**config.mk**
```make
export PLATFORM = sky130hd
export DESIGN_NAME = lsu_seq
export DESIGN_NICKNAME = d
export VERILOG_FILES = /design/src/rtl/lsu_pkg.sv /design/src/rtl/lsu_be_enc.sv /design/src/rtl/lsu_seq.sv
export SDC_FILE = /design/constraint.sdc
export NUM_CORES = 1
export LEC_CHECK = 0
export CAP_MARGIN = 5
export CORE_MARGIN = 2
export CORE_UTILIZATION = 35
export DETAILED_ROUTE_END_ITERATION = 10
export PLACE_DENSITY = 0.71
export SLEW_MARGIN = 10
export SYNTH_ARGS = -nofsm -noshare
export SYNTH_HDL_FRONTEND = slang
export SYNTH_HIERARCHICAL = 1
export SYNTH_SLANG_ARGS = --single-unit
```
**constraint.sdc**
```tcl
create_clock -name clk -period 2.27 [get_ports clk]
set_input_delay 0.454 -clock clk [delete_from_list [all_inputs] [get_ports clk]]
set_output_delay 0.454 -clock clk [all_outputs]
set_load 0.03 [all_outputs]
```
**src/rtl/lsu_pkg.sv**
```systemverilog
// Shared types, byte-enable codes and op helpers for the load/store sequencer.
// Build with LSU_SPLIT_HALF_EN to split upper-halfword accesses into two byte lanes.
package lsu_pkg;

  typedef enum logic [2:0] {
    LDR   = 3'd0,
    LDRB  = 3'd1,
    LDRH  = 3'd2,
    LDRSB = 3'd3,
    LDRSH = 3'd4,
    STR   = 3'd5,
    STRB  = 3'd6,
    STRH  = 3'd7
  } lsu_op_e;

  typedef enum logic [1:0] {
    IDLE = 2'd0,
    ACC1 = 2'd1,
    ACC2 = 2'd2,
    RESP = 2'd3
  } lsu_state_e;

  typedef enum logic [1:0] {
    WD_WORD  = 2'd0,
    WD_BYTE0 = 2'd1,
    WD_BYTE1 = 2'd2
  } wd_sel_e;

  localparam logic [3:0] BE_WORD  = 4'b0000;
  localparam logic [3:0] BE_HALF  = 4'b0011;
  localparam logic [3:0] BE_SHALF = 4'b0100;
  localparam logic [3:0] BE_BYTE  = 4'b1000;
  localparam logic [3:0] BE_SBYTE = 4'b1100;

`ifdef LSU_SPLIT_HALF_EN
  localparam bit SPLIT_EN = 1'b1;
`else
  localparam bit SPLIT_EN = 1'b0;
`endif

  function automatic logic is_store(lsu_op_e op);
    return op inside {STR, STRB, STRH};
  endfunction

  function automatic logic is_signed(lsu_op_e op);
    return op inside {LDRSB, LDRSH};
  endfunction

  function automatic logic is_word(lsu_op_e op);
    return op inside {LDR, STR};
  endfunction

  function automatic logic is_half(lsu_op_e op);
    return op inside {LDRH, LDRSH, STRH};
  endfunction

  function automatic logic misaligned(lsu_op_e op, logic [1:0] lo);
    logic f;
    f = 1'b0;
    if (is_word(op) && lo != 2'b00) f = 1'b1;
    if (is_half(op) && lo[0]) f = 1'b1;
    if (is_half(op) && lo[1] && !SPLIT_EN) f = 1'b1;
    return f;
  endfunction

endpackage

```
**src/rtl/lsu_be_enc.sv**
```systemverilog
// Maps a latched op and low address bits to the memory lane code,
// the write-data byte select and the fault / split flags.
module lsu_be_enc
  import lsu_pkg::*;
(
  input  lsu_op_e    op_i,
  input  logic [1:0] addr_lo_i,
  input  logic       phase_i,
  output logic [3:0] be_o,
  output logic       fault_o,
  output logic       split_o,
  output wd_sel_e    wd_sel_o
);

`ifndef LSU_SPLIT_HALF_EN
  logic unused_phase;
  assign unused_phase = phase_i;
`endif

  always_comb begin
    be_o     = BE_WORD;
    split_o  = 1'b0;
    wd_sel_o = WD_WORD;
    fault_o  = misaligned(op_i, addr_lo_i);
    unique case (1'b1)
      is_word(op_i): begin
        be_o = BE_WORD;
      end
      is_half(op_i): begin
        if (addr_lo_i[1]) begin
`ifdef LSU_SPLIT_HALF_EN
          // upper half goes out as lane 2 then lane 3
          split_o  = 1'b1;
          be_o     = BE_BYTE | {3'b001, phase_i};
          wd_sel_o = phase_i ? WD_BYTE1 : WD_BYTE0;
`else
          be_o     = BE_WORD;
`endif
        end else begin
          be_o = is_signed(op_i) ? BE_SHALF : BE_HALF;
        end
      end
      default: begin
        be_o     = (is_signed(op_i) ? BE_SBYTE : BE_BYTE)
                 | {2'b00, addr_lo_i};
        wd_sel_o = WD_BYTE0;
      end
    endcase
    if (fault_o) begin
      be_o    = BE_WORD;
      split_o = 1'b0;
    end
  end

endmodule

```
**src/rtl/lsu_seq.sv**
```systemverilog
// Load/store sequencer: one request at a time into the data memory,
// one response per request, misaligned accesses answered as faults.
module lsu_seq
  import lsu_pkg::*;
#(
  parameter int ADDR_W = 32,
  parameter int DATA_W = 32
) (
  input  logic              clk,
  input  logic              reset_n,
  input  logic              req_valid,
  output logic              req_ready,
  input  logic [2:0]        req_op,
  input  logic [ADDR_W-1:0] req_addr,
  input  logic [DATA_W-1:0] req_wdata,
  output logic              resp_valid,
  output logic [DATA_W-1:0] resp_rdata,
  output logic              resp_fault,
  output logic              mem_we,
  output logic [3:0]        mem_be,
  output logic [ADDR_W-1:0] mem_a,
  output logic [DATA_W-1:0] mem_wd,
  input  logic [DATA_W-1:0] mem_rd
);

  lsu_state_e        state_q, state_d;
  lsu_op_e           op_q, op_d;
  logic [ADDR_W-1:0] addr_q, addr_d;
  logic [DATA_W-1:0] wdata_q, wdata_d;
  logic              fault_q, fault_d;
  logic [DATA_W-1:0] cap_q, cap_d;
  logic [7:0]        hi_q, hi_d;

  logic [3:0]        enc_be;
  logic              enc_fault;
  logic              enc_split;
  wd_sel_e           enc_wd_sel;
  logic              we_raw;
  logic              split_ld;
  logic [DATA_W-1:0] ld_res;

  lsu_be_enc u_be_enc (
    .op_i      (op_q),
    .addr_lo_i (addr_q[1:0]),
    .phase_i   (state_q == ACC2),
    .be_o      (enc_be),
    .fault_o   (enc_fault),
    .split_o   (enc_split),
    .wd_sel_o  (enc_wd_sel)
  );

  always_ff @(posedge clk) begin
    if (!reset_n) begin
      state_q <= IDLE;
      op_q    <= LDR;
      addr_q  <= '0;
      wdata_q <= '0;
      fault_q <= 1'b0;
      cap_q   <= '0;
      hi_q    <= '0;
    end else begin
      state_q <= state_d;
      op_q    <= op_d;
      addr_q  <= addr_d;
      wdata_q <= wdata_d;
      fault_q <= fault_d;
      cap_q   <= cap_d;
      hi_q    <= hi_d;
    end
  end

  // split loads assemble the halfword here; others arrive pre-extended
  assign split_ld = is_half(op_q) && addr_q[1];
  assign ld_res   = split_ld
                  ? {{16{is_signed(op_q) & hi_q[7]}}, hi_q, cap_q[7:0]}
                  : cap_q;

  always_comb begin
    state_d    = state_q;
    op_d       = op_q;
    addr_d     = addr_q;
    wdata_d    = wdata_q;
    fault_d    = fault_q;
    cap_d      = cap_q;
    hi_d       = hi_q;
    req_ready  = 1'b0;
    resp_valid = 1'b0;
    resp_fault = 1'b0;
    resp_rdata = '0;
    we_raw     = 1'b0;
    mem_be     = BE_WORD;
    mem_a      = '0;
    mem_wd     = '0;
    unique case (state_q)
      IDLE: begin
        req_ready = 1'b1;
        if (req_valid) begin
          op_d    = lsu_op_e'(req_op);
          addr_d  = req_addr;
          wdata_d = req_wdata;
          cap_d   = '0;
          hi_d    = '0;
          fault_d = misaligned(lsu_op_e'(req_op), req_addr[1:0]);
          state_d = fault_d ? RESP : ACC1;
        end
      end
      ACC1, ACC2: begin
        mem_a  = {addr_q[ADDR_W-1:2], 2'b00};
        mem_be = enc_be;
        we_raw = is_store(op_q) && !enc_fault;
        unique case (enc_wd_sel)
          WD_BYTE0: mem_wd = {24'b0, wdata_q[7:0]};
          WD_BYTE1: mem_wd = {24'b0, wdata_q[15:8]};
          default:  mem_wd = wdata_q;
        endcase
        if (state_q == ACC1) begin
          if (!is_store(op_q)) cap_d = mem_rd;
          state_d = enc_split ? ACC2 : RESP;
        end else begin
          if (!is_store(op_q)) hi_d = mem_rd[7:0];
          state_d = RESP;
        end
      end
      RESP: begin
        resp_valid = 1'b1;
        resp_fault = fault_q;
        if (!fault_q && !is_store(op_q)) resp_rdata = ld_res;
        state_d = IDLE;
      end
    endcase
  end

  // no write may reach memory while reset is asserted
  assign mem_we = we_raw & reset_n;

endmodule

```
==> metrics.yaml, run 1 <==
outcome:
  outcome: "complete, but fails checks"
  violations: "negative setup slack"
detailed_routing:
  routedWlPerCell_um: 15.0
  via_per_inst: 4.87
  drt_first_pass_iters: 4
  routed_wl_um: 16700
  drc: 0
  detail-route-antenna-nets: 0
  via_count: 5403
  drtIter0Drc: 299
placement:
  place.gp.congestion: 0.787
  portBuffers: 203
  hpwlAfterDp_um: 11000
pwr:
  p_sw_share_pct: 39.6
  p_int_w: 0.00526
  p_switching_w: 0.00345
  p_leak_nw: 3.52
  p_clk_share_pct: 19.3
  cellPowerDensity_nw_per_um2: 970
  p_seq_share_pct: 29.8
  power_w: 0.00871
  combPwrFrac_pct: 50.9
  ir_worst_vdd_uv: 557
final_layout:
  nNetsFinal: 1004
  area_delta_synth_final_pct: 63.3
  mostFrequentLayoutCell: "nand2_1"
  final_cell_mix: "177 x nand2_1, 104 x dfxtp_1, 102 x clkdlybuf4s50_1"
  layout-drive-gt1-share_pct: 28.8
  antenna_cells: 0
  fin_util_pct: 58.9
  fillerInstances: 1354
yosys:
  synth.yosys.warnings: 6
  ys_types: 42
  yosysSeqAreaShare_pct: 40.0
  synthCells: 697
  syn_avg_cell_area_um2: 7.89
  synth_area_um2: 5500
  ys_seq_elements: 110
floorplanning:
  die_area_um2: 16700
  start_util_pct: 36.0
  top_level_ports: 206
  die_w_um: 129
  core_area_um2: 15300
  row_count: 45
  die_h_um: 129
global_route:
  grt_use_total_pct: 19.4
  antenna_found_initial: 0
  grt_max_degree: 75
  grt_pass1_wl_um: 25900
  overflow: 0
  grt_pass1_vias: 5011
sta:
  slew_headroom_pct: 33.9
  finalCriticalPeriod_ps: 2500
  finalHoldViolCount: 0
  fin_worst_skew_ps: 9.16
  period_share_pct: 110
  rsz0062_at_grt: "yes"
  finalMaxSlewViolations: 0
  fmax_mhz: 400
  worst_slew_pin_slew_ps: 989
  setup_violations: 32
  setup_slack_ps: -228
clock_network:
  cts_tree: "built"
  cts_buffers: 9
  insertion_delay_ps: 360
  cts.clk_slew.worst_paths_ps: 80
  hold_buffers: 0
  root_buffer: "clkbuf_16"
  htree_levels: 3
  clock_sinks: 110
  cts_buffer_depth: 2
critical_path:
  cp-end-kind: "primary output"
  start_kind: "flip-flop"
  cp_max_fo: 8
  arrival_ps: 2040
  crit_type: "reg2out"
  cp.required_ps: 1820
min_path:
  hold_path.class: "reg2reg"
job:
  drv_cap: 0
==> power groups by stage <==
| stage | registers (W) | clock network, W | logic [W] |
|---|---|---|---|
| after floorplan | 0.00256 | 0 | 0.00256 |
| after global placement | 0.00260 | 0 | 0.00369 |
| after detailed placement | 0.00261 | 0 | 0.00372 |
| after CTS | 0.00258 | 0.00173 | 0.00425 |
| after global routing | 0.00265 | 0.00180 | 0.00477 |
| final | 0.00259 | 0.00168 | 0.00444 |
==> layer usage <==
metal | global-route usage, % | vias up | part of all wire [%]
met5 | 0 | - | 0
li1 | - | 2701 | -
met4 | 4.48 | 0 | 0.96
met3 | 6.94 | 11 | 8.6
met1 | 24.6 | 2513 | 42
met2 | 31.7 | 178 | 48
==> kinds of logic after synthesis <==
kind of cell / Yosys count / share of synthesized area [%]
and+or+nand+nor: 324 / 27.8
AOI/OAI and AO/OA: 113 / 13.5
DFF: 110 / 40.0
buffers and inverters: 88 / 7.21
muxes: 51 / 9.28
adders and majority gates: 8 / 1.82
other: 2 / 0.137
xor gates and xnor gates: 1 / 0.159
==> flip-flops by register name, indices dropped and copies added (netlist names) <==
name     cells
addr_q      32
cap_q       32
wdata_q     32
hi_q         8
op_q         3
state_q      2
fault_q      1
==> stage by stage <==
stage	hold slack, ps	setup slack, ps	instances	setup TNS (ps)	instance area [um2]
finish	451	-228	1110	-6160	8980
floorplan	432	10.1	699	0	5830
global route	468	-318	1110	-9440	8980
CTS	453	-266	1103	-7380	8630
detailed placement	442	-411	1074	-2970	7960
global placement	438	-360	1074	-2830	7960
==> worst paths after layout <==
path | startpoint | end | slack, ps | depth (start not counted)
setup / recovery | op_q[2]$_SDFFE_PN0P_ | mem_wd[6] | -230 | 8
hold / removal | addr_q[12]$_SDFFE_PN0P_ | addr_q[12]$_SDFFE_PN0P_ | 450 | 2
setup reg to reg | state_q[0]$_SDFFE_PN0P_ | cap_q[22]$_SDFFE_PN0P_ | 210 | 8
hold reg to reg | addr_q[12]$_SDFFE_PN0P_ | addr_q[12]$_SDFFE_PN0P_ | 450 | 2
==> area by class of cell <==
type	count	area (um2)	share of cell area [%]
Timing Repair Buffer	248	2670	29.7
Multi-Input combinational cell	501	3420	38.1
Clock buffer	9	225	2.51
Clock inverter	7	91.3	1.02
Tap cell	211	264	2.94
Sequential cell	110	2220	24.7
Inverter	24	92.6	1.03
==> Yosys cell counts (all sizes together) <==
| library cell | count | share of area [%] |
|---|---|---|
| a211o | 1 | 0.16 |
| a211oi | 17 | 3.5 |
| a21oi | 71 | 6.5 |
| a22oi | 8 | 1.1 |
| a31o | 1 | 0.16 |
| a31oi | 3 | 0.45 |
| and2 | 36 | 4.1 |
| and2b | 2 | 0.32 |
| and3 | 33 | 3.8 |
| and4bb | 2 | 0.45 |
| buf | 23 | 2.8 |
| clkbuf | 41 | 2.8 |
| clkinv | 1 | 0.068 |
| conb | 2 | 0.14 |
| dfxtp | 110 | 40 |
| ha | 8 | 1.8 |
| inv | 23 | 1.6 |
| mux2i | 51 | 9.3 |
| nand2 | 180 | 12 |
| nand2b | 3 | 0.34 |
| nand3 | 49 | 4.5 |
| nand3b | 1 | 0.14 |
| nor2 | 3 | 0.20 |
| nor2b | 11 | 1.3 |
| nor3 | 2 | 0.27 |
| o2111ai | 2 | 0.32 |
| o21a | 1 | 0.14 |
| o21ai | 8 | 0.80 |
| o311ai | 1 | 0.48 |
| or2 | 1 | 0.11 |
| or3b | 1 | 0.16 |
| xnor2 | 1 | 0.16 |
==> critical path, cell delays in order, from the launching register on <==
cell     delay (ps)
dfxtp_4         400
nand2_4          70
mux2i_4         160
inv_2            60
ha_4            250
or2_4           300
a22oi_2         230
nor2b_2          70
buf_6           140
==> repair_timing <==
action | 4_1_cts | 5_1_grt
buffers inserted | 10 | 7
pin swaps | 31 | 20
gates resized for setup | 101 | 74
setup endpoints to repair | 99 | 82
endpoints found under the hold margin | 0 | 0
cloned | 3 | 0
Power figures use the tool's default switching activity.
==> inputs of run 2 (changes only) <==
SKIP_LAST_GASP = 1   (was default)
==> run 2 against run 1 <==
- the run still ends with negative setup slack left
- utilization shrank 1.0 points
- via count shrank 0.31%
- sequential power is essentially flat
- routed wire length shrank 1.1%
- critical endpoint unchanged
- largest power group unchanged
==> metrics.yaml, run 2 (synthesis results as in run 1) <==
critical_path:
  arrival_ps: 2040
  cpPeakStageDelay_ps: 400
  worstReg2RegEnd: "cap_q[22]$_SDFFE_PN0P_"
  cp-end-kind: "primary output"
  cp_max_fo: 8
  cp_top_family: "simple AND/OR/NAND/NOR gates"
  cp.required_ps: 1820
  startpoint: "op_q[2]$_SDFFE_PN0P_"
  path_buf_inv: 2
  worstPathCellList: "nand2_4, mux2i_4, inv_2, ha_4, or2_4, a22oi_2, nor2b_2, buf_6"
  critical_path.slowest_cell: "dfxtp_4"
  r2r_slack_ps: 200
  r2r_cells: 8
  endpoint: "mem_wd[6]"
  rr_startpoint: "state_q[0]$_SDFFE_PN0P_"
  cp.depth: 8
  start_kind: "flip-flop"
  crit_type: "reg2out"
placement:
  placed_cells: 1074
  portBuffers: 203
  place.gp.congestion: 0.787
  hpwlAfterDp_um: 11000
  dpl_cell_area_um2: 7960
sta:
  finalHoldViolCount: 0
  setup-tns-final_ps: -6260
  fin_worst_skew_ps: 10.6
  slew_headroom_pct: 34.2
  finalCriticalPeriod_ps: 2500
  setup_violations: 33
  whs_ps: 450
  setup_slack_ps: -228
  rsz0062_at_grt: "yes"
  worst_slew_pin_slew_ps: 985
  finalMaxSlewViolations: 0
  period_share_pct: 110
  fmax_mhz: 400
clock_network:
  cts.clk_slew.worst_paths_ps: 80
  hold_buffers: 0
  htree_levels: 3
  cts_tree: "built"
  clock_sinks: 110
  root_buffer: "clkbuf_16"
  cts_buffers: 9
  cts_buffer_depth: 2
  insertion_delay_ps: 360
pwr:
  p_sw_share_pct: 39.5
  combPwrFrac_pct: 50.3
  ir_worst_vdd_uv: 574
  p_int_w: 0.00519
  p_seq_share_pct: 30.1
  p_leak_nw: 3.53
  cellPowerDensity_nw_per_um2: 972
  p_switching_w: 0.00339
  p_clk_share_pct: 19.6
final_layout:
  layout.cells.non_filler: 1111
  area.sequential_um2: 2220
  final_cell_mix: "178 x nand2_1, 104 x dfxtp_1, 102 x clkdlybuf4s50_1"
  reg_top3: "addr_q (32), cap_q (32), wdata_q (32)"
  fin_area_um2: 8830
  mostFrequentLayoutCell: "nand2_1"
  fin_util_pct: 57.9
  multi_input_area_um2: 3330
  area_delta_synth_final_pct: 60.5
  nNetsFinal: 1004
  layout-drive-gt1-share_pct: 26.8
  fillerInstances: 1378
job:
  drv_cap: 0
floorplanning:
  die_area_um2: 16700
  die_h_um: 129
  core_area_um2: 15300
  start_util_pct: 36.0
  row_count: 45
  top_level_ports: 206
  die_w_um: 129
global_route:
  grt_pass1_vias: 5008
  grt_use_total_pct: 19.4
  grt_max_degree: 75
  overflow: 0
  antenna_found_initial: 0
  grt_pass1_wl_um: 25900
outcome:
  violations: "negative setup slack"
  outcome: "complete, but fails checks"
detailed_routing:
  via_per_inst: 4.85
  routed_wl_um: 16500
  drtIter0Drc: 298
  drc: 0
  drt_first_pass_iters: 4
  detail-route-antenna-nets: 0
  routedWlPerCell_um: 14.9
  via_count: 5386
min_path:
  holdCritStartpoint: "addr_q[8]$_SDFFE_PN0P_"
  hold_path.class: "reg2reg"
-- run 2: cell type report --
| cell class | instances | share of cell area (%) |
|---|---|---|
| multi-input combinational | 501 | 37.7 |
| timing repair buffer | 248 | 29.5 |
| sequential | 110 | 25.1 |
| tap | 211 | 2.99 |
| clock buffer | 9 | 2.55 |
| inverter | 24 | 1.05 |
| clock inverter | 7 | 1.03 |
| antenna | 1 | 0.0283 |
-- run 2: worst min-delay path, delay by kind of cell, from the launching register on --
kind	cells	cell delay, ps
AOI/OAI and AO/OA	1	50
DFF	1	310
and+or+nand+nor	1	50
-- run 2: worst min-delay path by stage --
| stage | end | depth (start not counted) |
|---|---|---|
| 6_report | addr_q[8]$_SDFFE_PN0P_ | 2 |
| 5_1_grt | addr_q[8]$_SDFFE_PN0P_ | 2 |
| 4_1_cts | wdata_q[19]$_SDFFE_PN0P_ | 2 |
| 3_5_place_dp | addr_q[26]$_SDFFE_PN0P_ | 2 |
| 3_3_place_gp | addr_q[20]$_SDFFE_PN0P_ | 2 |
| 2_1_floorplan | addr_q[10]$_SDFFE_PN0P_ | 2 |
-- run 2: per-stage QoR --
stage               total power (W)  worst slack [ps]
finish                      0.00858              -228
global route                0.00911              -318
CTS                         0.00854              -266
detailed placement          0.00633              -411
global placement            0.00629              -360
floorplan                   0.00512              10.1
-- run 2: power groups by stage --
stage | combinational [W] | clock, W | sequential (W)
after floorplan | 0.00256 | 0 | 0.00256
after global placement | 0.00369 | 0 | 0.00260
after detailed placement | 0.00372 | 0 | 0.00261
after CTS | 0.00423 | 0.00173 | 0.00258
after global routing | 0.00467 | 0.00180 | 0.00264
final | 0.00432 | 0.00168 | 0.00259
-- run 2: repair_timing --
item                                    CTS  global route
pin swaps                                31            12
cloned                                    3             0
resized for setup                        99            39
setup buffers                            10             7
hold endpoints to repair                  0             0
endpoints found under the setup margin   99            90
-- run 2: routing by layer --
metal | routed length, um | vias to the layer above | track usage (%)
li1 | - | 2704 | -
met1 | 7110 | 2496 | 24.7
met2 | 7830 | 175 | 31.6
met3 | 1400 | 11 | 6.94
met4 | 167 | 0 | 4.48
met5 | 0 | - | 0
